===== src/rtl/spi_pkg.sv =====
// Shared SPI slave definitions: FSM state encoding, default word width and mode constants.
package spi_pkg;

  typedef enum logic [1:0] {
    StIdle = 2'd0,
    StFd   = 2'd1,
    StHrx  = 2'd2,
    StHtx  = 2'd3
  } spi_state_e;

  localparam int unsigned WordWDefault = 8;

  localparam logic SpiModeFull = 1'b0;
  localparam logic SpiModeHalf = 1'b1;

endpackage


===== src/rtl/spi_sync.sv =====
// Two-flop synchronizer for an asynchronous pin, with rise/fall detection on the synchronized value.
module spi_sync #(
  parameter logic RstVal = 1'b0
) (
  input  logic clk_i,
  input  logic rst_i,
  input  logic d_i,
  output logic q_o,
  output logic rise_o,
  output logic fall_o
);

  logic meta_q, sync_q, prev_q;

  always_ff @(posedge clk_i or posedge rst_i) begin
    if (rst_i) begin
      meta_q <= RstVal;
      sync_q <= RstVal;
      prev_q <= RstVal;
    end else begin
      meta_q <= d_i;
      sync_q <= meta_q;
      prev_q <= sync_q;
    end
  end

  assign q_o    = sync_q;
  assign rise_o = sync_q & ~prev_q;
  assign fall_o = ~sync_q & prev_q;

endmodule


===== src/rtl/spi_slave.sv =====
// SPI mode-0 slave with full/half duplex operation, sampled on an oversampling system clock.
// Optional sticky overrun flag built only when SPI_SLAVE_OVERRUN_EN is defined.
module spi_slave
  import spi_pkg::*;
#(
  parameter int unsigned WORD_W = WordWDefault
) (
  input  logic              clk,
  input  logic              reset,
  input  logic              SCLK,
  input  logic              SS,
  input  logic              MOSI,
  input  logic              SPIMode,
  input  logic [WORD_W-1:0] TxData,
  input  logic              TxLoad,
  output logic              MISO,
  output logic              MISOEn,
  output logic [WORD_W-1:0] RxData,
  output logic              RxValid,
  output logic              TxReady,
  output logic              Busy,
  output logic              Overrun
);

  localparam int unsigned CntW = $clog2(WORD_W);

  logic sclk_s, sclk_rise, sclk_fall;
  logic ss_s, ss_rise, ss_fall;
  logic mosi_s, mosi_rise, mosi_fall;

  spi_sync #(.RstVal(1'b0)) u_sync_sclk (
    .clk_i(clk), .rst_i(reset), .d_i(SCLK), .q_o(sclk_s), .rise_o(sclk_rise), .fall_o(sclk_fall)
  );
  spi_sync #(.RstVal(1'b1)) u_sync_ss (
    .clk_i(clk), .rst_i(reset), .d_i(SS), .q_o(ss_s), .rise_o(ss_rise), .fall_o(ss_fall)
  );
  spi_sync #(.RstVal(1'b0)) u_sync_mosi (
    .clk_i(clk), .rst_i(reset), .d_i(MOSI), .q_o(mosi_s), .rise_o(mosi_rise), .fall_o(mosi_fall)
  );

  logic unused_sync;
  assign unused_sync = ^{sclk_s, ss_s, mosi_rise, mosi_fall};

  spi_state_e        state_q, state_d;
  logic [CntW-1:0]   cnt_q, cnt_d;
  logic [WORD_W-2:0] rx_shift_q, rx_shift_d;
  logic [WORD_W-1:0] tx_shift_q, tx_shift_d;
  logic [WORD_W-1:0] hold_q, hold_d;
  logic [WORD_W-1:0] rx_data_q, rx_data_d;
  logic              rx_valid_q, rx_valid_d;
  logic              tx_ready_q, tx_ready_d;
  logic              reload_q, reload_d;
  logic              copy;

  always_comb begin
    state_d    = state_q;
    cnt_d      = cnt_q;
    rx_shift_d = rx_shift_q;
    tx_shift_d = tx_shift_q;
    hold_d     = hold_q;
    rx_data_d  = rx_data_q;
    rx_valid_d = 1'b0;
    tx_ready_d = tx_ready_q;
    reload_d   = reload_q;
    copy       = 1'b0;

    unique case (state_q)
      StIdle: begin
        if (ss_fall) begin
          state_d    = (SPIMode == SpiModeHalf) ? StHrx : StFd;
          cnt_d      = '0;
          rx_shift_d = '0;
          reload_d   = 1'b0;
          copy       = 1'b1;
        end
      end
      StFd, StHrx, StHtx: begin
        if (ss_rise) begin
          // Partial word is dropped; RxData keeps the last complete word.
          state_d  = StIdle;
          cnt_d    = '0;
          reload_d = 1'b0;
        end else begin
          if (sclk_rise) begin
            if (state_q != StHtx) rx_shift_d = {rx_shift_q[WORD_W-3:0], mosi_s};
            if (cnt_q == CntW'(WORD_W - 1)) begin
              cnt_d    = '0;
              reload_d = 1'b1;
              if (state_q != StHtx) begin
                rx_data_d  = {rx_shift_q, mosi_s};
                rx_valid_d = 1'b1;
              end
              if (state_q == StHrx) state_d = StHtx;
              if (state_q == StHtx) state_d = StHrx;
            end else begin
              cnt_d = cnt_q + 1'b1;
            end
          end
          // TX shifter only moves while MISO is driven; a pending reload waits for that.
          if (sclk_fall && (state_q == StFd || state_q == StHtx)) begin
            if (reload_q) begin
              copy     = 1'b1;
              reload_d = 1'b0;
            end else begin
              tx_shift_d = {tx_shift_q[WORD_W-2:0], 1'b0};
            end
          end
        end
      end
      default: state_d = StIdle;
    endcase

    if (copy) begin
      tx_shift_d = tx_ready_q ? '0 : hold_q;
      tx_ready_d = 1'b1;
    end
    // A load coinciding with the copy stays held for the next word.
    if (TxLoad) begin
      hold_d     = TxData;
      tx_ready_d = 1'b0;
    end
  end

  always_ff @(posedge clk or posedge reset) begin
    if (reset) begin
      state_q    <= StIdle;
      cnt_q      <= '0;
      rx_shift_q <= '0;
      tx_shift_q <= '0;
      hold_q     <= '0;
      rx_data_q  <= '0;
      rx_valid_q <= 1'b0;
      tx_ready_q <= 1'b1;
      reload_q   <= 1'b0;
    end else begin
      state_q    <= state_d;
      cnt_q      <= cnt_d;
      rx_shift_q <= rx_shift_d;
      tx_shift_q <= tx_shift_d;
      hold_q     <= hold_d;
      rx_data_q  <= rx_data_d;
      rx_valid_q <= rx_valid_d;
      tx_ready_q <= tx_ready_d;
      reload_q   <= reload_d;
    end
  end

  assign MISOEn  = (state_q == StFd) || (state_q == StHtx);
  assign MISO    = MISOEn & tx_shift_q[WORD_W-1];
  assign RxData  = rx_data_q;
  assign RxValid = rx_valid_q;
  assign TxReady = tx_ready_q;
  assign Busy    = |cnt_q;

`ifdef SPI_SLAVE_OVERRUN_EN
  logic unack_q, unack_d, overrun_q, overrun_d;

  always_comb begin
    unack_d   = unack_q;
    overrun_d = overrun_q;
    if (TxLoad) unack_d = 1'b0;
    if (rx_valid_d) begin
      if (unack_q && !TxLoad) overrun_d = 1'b1;
      unack_d = 1'b1;
    end
  end

  always_ff @(posedge clk or posedge reset) begin
    if (reset) begin
      unack_q   <= 1'b0;
      overrun_q <= 1'b0;
    end else begin
      unack_q   <= unack_d;
      overrun_q <= overrun_d;
    end
  end

  assign Overrun = overrun_q;
`else
  assign Overrun = 1'b0;
`endif

endmodule

===== config.mk =====
export PLATFORM = sky130hd
export DESIGN_NAME = spi_slave
export DESIGN_NICKNAME = d
export VERILOG_FILES = /design/src/rtl/spi_pkg.sv /design/src/rtl/spi_sync.sv /design/src/rtl/spi_slave.sv
export SDC_FILE = /design/constraint.sdc
export NUM_CORES = 1
export LEC_CHECK = 0
export ABC_AREA = 0
export ABC_CLOCK_PERIOD_IN_PS = 4500
export CAP_MARGIN = 20
export CORE_MARGIN = 2
export CORE_UTILIZATION = 55
export CTS_CLUSTER_SIZE = 20
export DETAILED_ROUTE_END_ITERATION = 12
export PLACE_DENSITY_LB_ADDON = 0.2
export SLEW_MARGIN = 20
export SYNTH_ARGS = -nofsm -noshare
export SYNTH_HDL_FRONTEND = slang
export SYNTH_SLANG_ARGS = --single-unit

===== constraint.sdc =====
create_clock -name clk -period 4.5 [get_ports clk]
set_input_delay 0.45 -clock clk [delete_from_list [all_inputs] [get_ports clk]]
set_output_delay 0.45 -clock clk [all_outputs]
set_load 0.05 [all_outputs]

After elaboration in Yosys (flattened, before gate mapping)

Index checks and enable logic that the tools add are counted.

Add/subtract/negate cells: 1
Multipliers: 0
Divide/modulo/power cells: 0
$lt $le $gt $ge: 0
Equal/unequal tests: 14
Shift-type cells: 0
Muxes and demuxes: 43
Bitwise logic cells: 10
Reduce and logical (&&, ||, !) cells: 13

Operator list:

| kind                                                                   | count |
|---|---|
| 8-bit two-way mux                                                      | 6 |
| 7-bit two-way mux                                                      | 4 |
| 1-bit two-way mux                                                      | 17 |
| 2-bit two-way mux                                                      | 7 |
| 7-bit case mux with 2 select lines                                     | 1 |
| 3-bit two-way mux                                                      | 4 |
| 4-bit AND reduction                                                    | 3 |
| 2-bit != test (second input constant)                                  | 5 |
| 3-bit != test (second input constant)                                  | 2 |
| 3-bit case mux with 2 select lines                                     | 1 |
| 2-bit nonzero test                                                     | 3 |
| 3-bit OR reduction                                                     | 2 |
| 1-bit bitwise AND                                                      | 5 |
| 1-bit inverter                                                         | 5 |
| 5-bit AND reduction                                                    | 1 |
| 2-bit equality test (second input constant)                            | 2 |
| 2-bit by 1-bit != test with 1-bit output (second input constant)       | 2 |
| 4-bit != test (second input constant)                                  | 1 |
| 1-bit case mux with 2 select lines                                     | 2 |
| 2-bit case mux with 2 select lines                                     | 1 |
| 3-bit by 1-bit adder with 3-bit output (second input constant)         | 1 |
| 3-bit equality test (second input constant)                            | 1 |
| 2-bit by 1-bit equality test with 1-bit output (second input constant) | 1 |
| 2-bit logical NOT                                                      | 1 |
| 3 further kinds                                                        | 3 |

Register bits after elaboration: 47
Latch bits: 0
Bits in writable memories: 0
Memory bits (read-only): 0
Logic and storage cells: 98
Memories kept: 0

Depth between registers and ports, before layout

Depth after elaboration: 8
Depth in mapped cells: 8
Depth with buffers taken out: 7

Modules after synthesis

From an unflattened synthesis, not the netlist that was laid out.

Cell total of the unflattened synthesis: 182
Area total of the unflattened synthesis: 2182.1 um^2

Modules (own cells, without submodules):

| module                     | times used | cells each | area an instance (um^2) |
|---|---|---|---|
| spi_slave                  | 1          | 164        | 1896.8 |
| spi_sync (u_sync_mosi ...) | 2          | 6          | 93.8 |
| spi_sync (u_sync_ss)       | 1          | 6          | 97.6 |

Least setup slack after synthesis

OpenSTA, ideal clock, no wires.

Path type: register to register
Start: register state_q[0]
End: register rx_data_q[0], in the netlist RxData[0]
Setup time: 0.125 ns
Arrival time: 1.756 ns
Required time: 4.375 ns
Path slack: 2.619 ns
Cell stages (with the launch flop): 7
Path through: dfrtp_1 -> inv_1 -> ha_1 -> buf_2 -> nand2b_1 -> nor3_4 -> mux2_2

Longest elaborated chain between the ends: 3
Elaborated cells on any way between the ends: 6
Those cells by class: 4 x eq/ne; 2 x reduce/logical

RTL lines:

| what                                                                                  | line             | RTL |
|---|---|---|
| from (decl)                                                                           | spi_slave.sv:44  | `spi_state_e state_q, state_d;` |
| from (signal assigned)                                                                | spi_slave.sv:126 | `state_q <= StIdle;` |
| from (signal assigned)                                                                | spi_slave.sv:136 | `state_q <= state_d;` |
| 2-bit equality test or 2-bit by 1-bit equality test with 1-bit output (tied branches) | spi_slave.sv:67  | `unique case (state_q)` |
| 3-bit OR reduction                                                                    | spi_slave.sv:67  |  |
| 5-bit AND reduction (no line) *                                                       | --               |  |
| to (signal assigned)                                                                  | spi_slave.sv:141 | `rx_data_q <= rx_data_d;` |
| to (decl)                                                                             | spi_slave.sv:49  | `logic [WORD_W-1:0] rx_data_q, rx_data_d;` |

Mark *: on every way between the ends. The rest lies on a longest branch, timed or not.
A chain may end at the register's enable or synchronous reset.

Final worst setup path

Start: register state_q[0]
End: output port MISO

Longest elaborated chain between the ends: 3
Elaborated cells on any way between the ends: 4
Those cells by class: 2 x eq/ne; 1 x bitwise; 1 x reduce/logical

RTL lines:

| what                                                                                  | line             | RTL |
|---|---|---|
| 2-bit by 1-bit equality test with 1-bit output or 2-bit equality test (tied branches) | spi_slave.sv:148 | `assign MISOEn = (state_q == StFd) \|\| (state_q == StHtx);` |
| 1-bit logical OR *                                                                    | spi_slave.sv:148 |  |
| 1-bit bitwise AND *                                                                   | spi_slave.sv:149 | `assign MISO = MISOEn & tx_shift_q[WORD_W-1];` |
| to (decl)                                                                             | spi_slave.sv:16  | `output logic MISO,` |

Marked as above.

==> reports/results.tsv <==
stage	metric	value	unit
floorplan	die_x	67.7	um
synth	async_reset_ff_share	100	%
grt	grt_antenna_before_repair	0	
place	placed_cell_area	2530	um^2
floorplan	rows	23	
sta	period_minus_slack	2.65	ns
cts	cts_resized	0	
finish	fin_cells	267	
sta	setup_violations	0	
drt	vias_per_cell	5.60	
grt	grt_use_total	20.7	%
synth	yosys_warnings	0	
synth	synth_cell_type_count	38	
synth	syn-num-nets	211	
finish	n_antenna_cell	0	
drt	drtIter0Drc	141	
synth	synth_ff_type	dfrtp_1	
sta	setup_tns	0	ns
floorplan	coreArea	3940	um^2
drt	vias	1496	
cts	ctsHtreeMaxLevel	2	
finish	drive_gt1_share	20.7	%
floorplan	die_h	67.7	um
finish	most-common-layout-cells	dfrtp_1 (43), clkdlybuf4s50_1 (27), mux2_2 (24)	
sta	final-hold-violation-count	0	
synth	ys_ff_latch	47	
power	internal-power	915	uW
cts	clockBufferDepth	2	
floorplan	die_area	4580	um^2
sta	clock_skew	0.00470	ns
setup_path	end_kind	output port	
finish	final_cell_area	2650	um^2
power	swShare	36.0	%
floorplan	io_pins	29	
status	status	finished clean	
drt	drt_wl_total	4.13	mm
synth	synth_edf_count	0	
synth	ys_seq_area_share	52.9	%
finish	final_nets	239	
drt	wire_per_inst	15.5	um
finish	layout_commonest_cell	dfrtp_1	
place	gp_congestion	0.835	
finish	fillers	281	
floorplan	start_util	56.6	%
place	io_buffers	27	
place	pre_cts_slack	2.17	ns
power	p_switching	514	uW
setup_path	required	4.05	ns
sta	grt_setup_unrepaired	false	
setup_path	cp_data_arrival_time	2.20	ns
min_path	min-delay-start	u_sync_sclk.meta_q$_DFF_PP0_	
cts	cts_tree	yes	
power	power_frac_comb	38.2	%
synth	syn_avg_cell_area	11.9	um^2
cts	cts.clk_slew.worst_paths	0.09	ns
grt	grt_start_max_net_pins	48	
drt	dr.pass1.iters	4	
sta	slew_viol_final	0	
cts	postCtsHoldBufs	0	
sta	fin_crit_sh	58.8	%
setup_path	startpoint	state_q[0]$_DFFE_PP0P_	
setup_path	critPathLaunchType	flop	
cts	numCtsBuffers	5	
sta	hold_ws	0.353	ns
setup_path	worstReg2RegStart	state_q[1]$_DFFE_PP0P_	
drt	ant_nets	0	
drt	drcViolationCount	0	
power	clockPowerShare	21.2	%
place	hpwl	2.95	mm
cts	clkLatencyLatePin	0.29	ns
grt	grt.overflow.total	0	
power	p_per_area	540	nW/um^2
sta	timing.max_slew.rel_slack	50.9	%
flow_run	drv_cap	0	
synth	synthCells	188	
grt	grt_pass1_vias	1474	
sta	setup_ws	1.85	ns
finish	area_growth	18.5	%
cts	clkSinkCount	47	
grt	grt_pass1_wl	6.96	mm
sta	worstMarginPinSlew	0.733	ns
power	peakVddDrop	0.325	mV
setup_path	criticalPathCategory	reg -> out	
setup_path	crit_path_max_fanout	5	
cts	clockRootBuffer	clkbuf_8	
min_path	hold_path.class	reg -> reg	
place	dpl.cell_count	259	
cts	post_cts_buffers	0	
power	power.share.sequential	40.6	%
synth	syn_area	2230	um^2
power	leakagePower	0.00115	uW
sta	max_freq	378	MHz
## per-stage QoR
step,total power [uW],util [%]
finish,1430,67.1
global route,1520,67.1
CTS,1440,67.1
detailed placement,1130,64.2
global placement,1090,64.2
floorplan,985,-
## worst max-delay path, stage by stage, from the launching register on
cell,delay [ns]
dfrtp_1,0.42
ha_1,0.29
nor2_2,0.23
inv_2,0.10
and2_1,0.17
clkdlybuf4s50_1,0.69
## cell usage after synthesis (all sizes together) (2+ instances only)
| library cell | n | share of area, % |
|---|---|---|
| a31oi | 8 | 2.2 |
| o21ai | 16 | 3.6 |
| dfrtp | 43 | 48 |
| nand2b | 5 | 1.4 |
| or2 | 2 | 0.56 |
| and2 | 2 | 0.56 |
| buf | 4 | 1.3 |
| mux2 | 24 | 12 |
| inv | 10 | 1.7 |
| nor2 | 6 | 1.1 |
| ha | 8 | 4.5 |
| dfstp | 4 | 4.7 |
| clkbuf | 3 | 0.50 |
| nor2b | 17 | 4.8 |
| nor3 | 11 | 3.2 |
| nand2 | 2 | 0.34 |
| nand3b | 7 | 2.4 |
| nand4b | 2 | 0.78 |
## worst paths after layout
check,to,slack [ns],cells after the start
worst max-delay path,MISO,1.85,5
worst min-delay path,u_sync_sclk.q_o$_DFF_PP0_,0.35,0
worst max register to register,tx_shift_q[0]$_DFFE_PP0P_,2.20,6
worst min register to register,u_sync_sclk.q_o$_DFF_PP0_,0.35,0
max in group asynchronous,u_sync_ss.prev_q$_DFF_PP1_,3.52,3
min in group asynchronous,rx_shift_q[0]$_DFFE_PP0P_,0.60,3
## kinds of logic after synthesis
group	synth area share (%)
fa+ha+maj	4.48
buf+inv	3.48
compound gates	9.98
flops	52.9
other cells	0.168
simple gates	16.4
mux	12.6
## power by group through the flow
| stage | clock network (uW) | logic (uW) | registers [uW] |
|---|---|---|---|
| final | 303 | 545 | 580 |
| after global routing | 329 | 597 | 596 |
| after detailed placement | 0 | 543 | 588 |
| after CTS | 312 | 549 | 580 |
| after floorplan | 0 | 403 | 582 |
| after global placement | 0 | 511 | 580 |
## layer usage
metal / vias to the layer above / global-route usage, % / share of wire [%]
met5: - / 0 / 0
met3: 6 / 4.67 / 5.0
li1: 710 / - / -
met4: 0 / 7.65 / 1.4
met2: 50 / 33.3 / 50
met1: 730 / 27.5 / 44
## sequential cells by signal, indices dropped and copies added (netlist names), 2 cells and up
signal / cells
tx_shift_q: 8
RxData: 8
cnt_q: 3
state_q: 2
hold_q: 8
rx_shift_q: 7
## layout make-up
cell class              count  area (um^2)  share of cell area [%]
flip-flops and latches     47         1180                    44.7
multi-input cells         124          973                    36.8
repair buffers             28          278                    10.5
clock buffers               5         68.8                    2.60
well taps                  50         62.6                    2.37
clock inverters             3         43.8                    1.66
inverters                  10         37.5                    1.42
(Power assumes the default switching activity.)
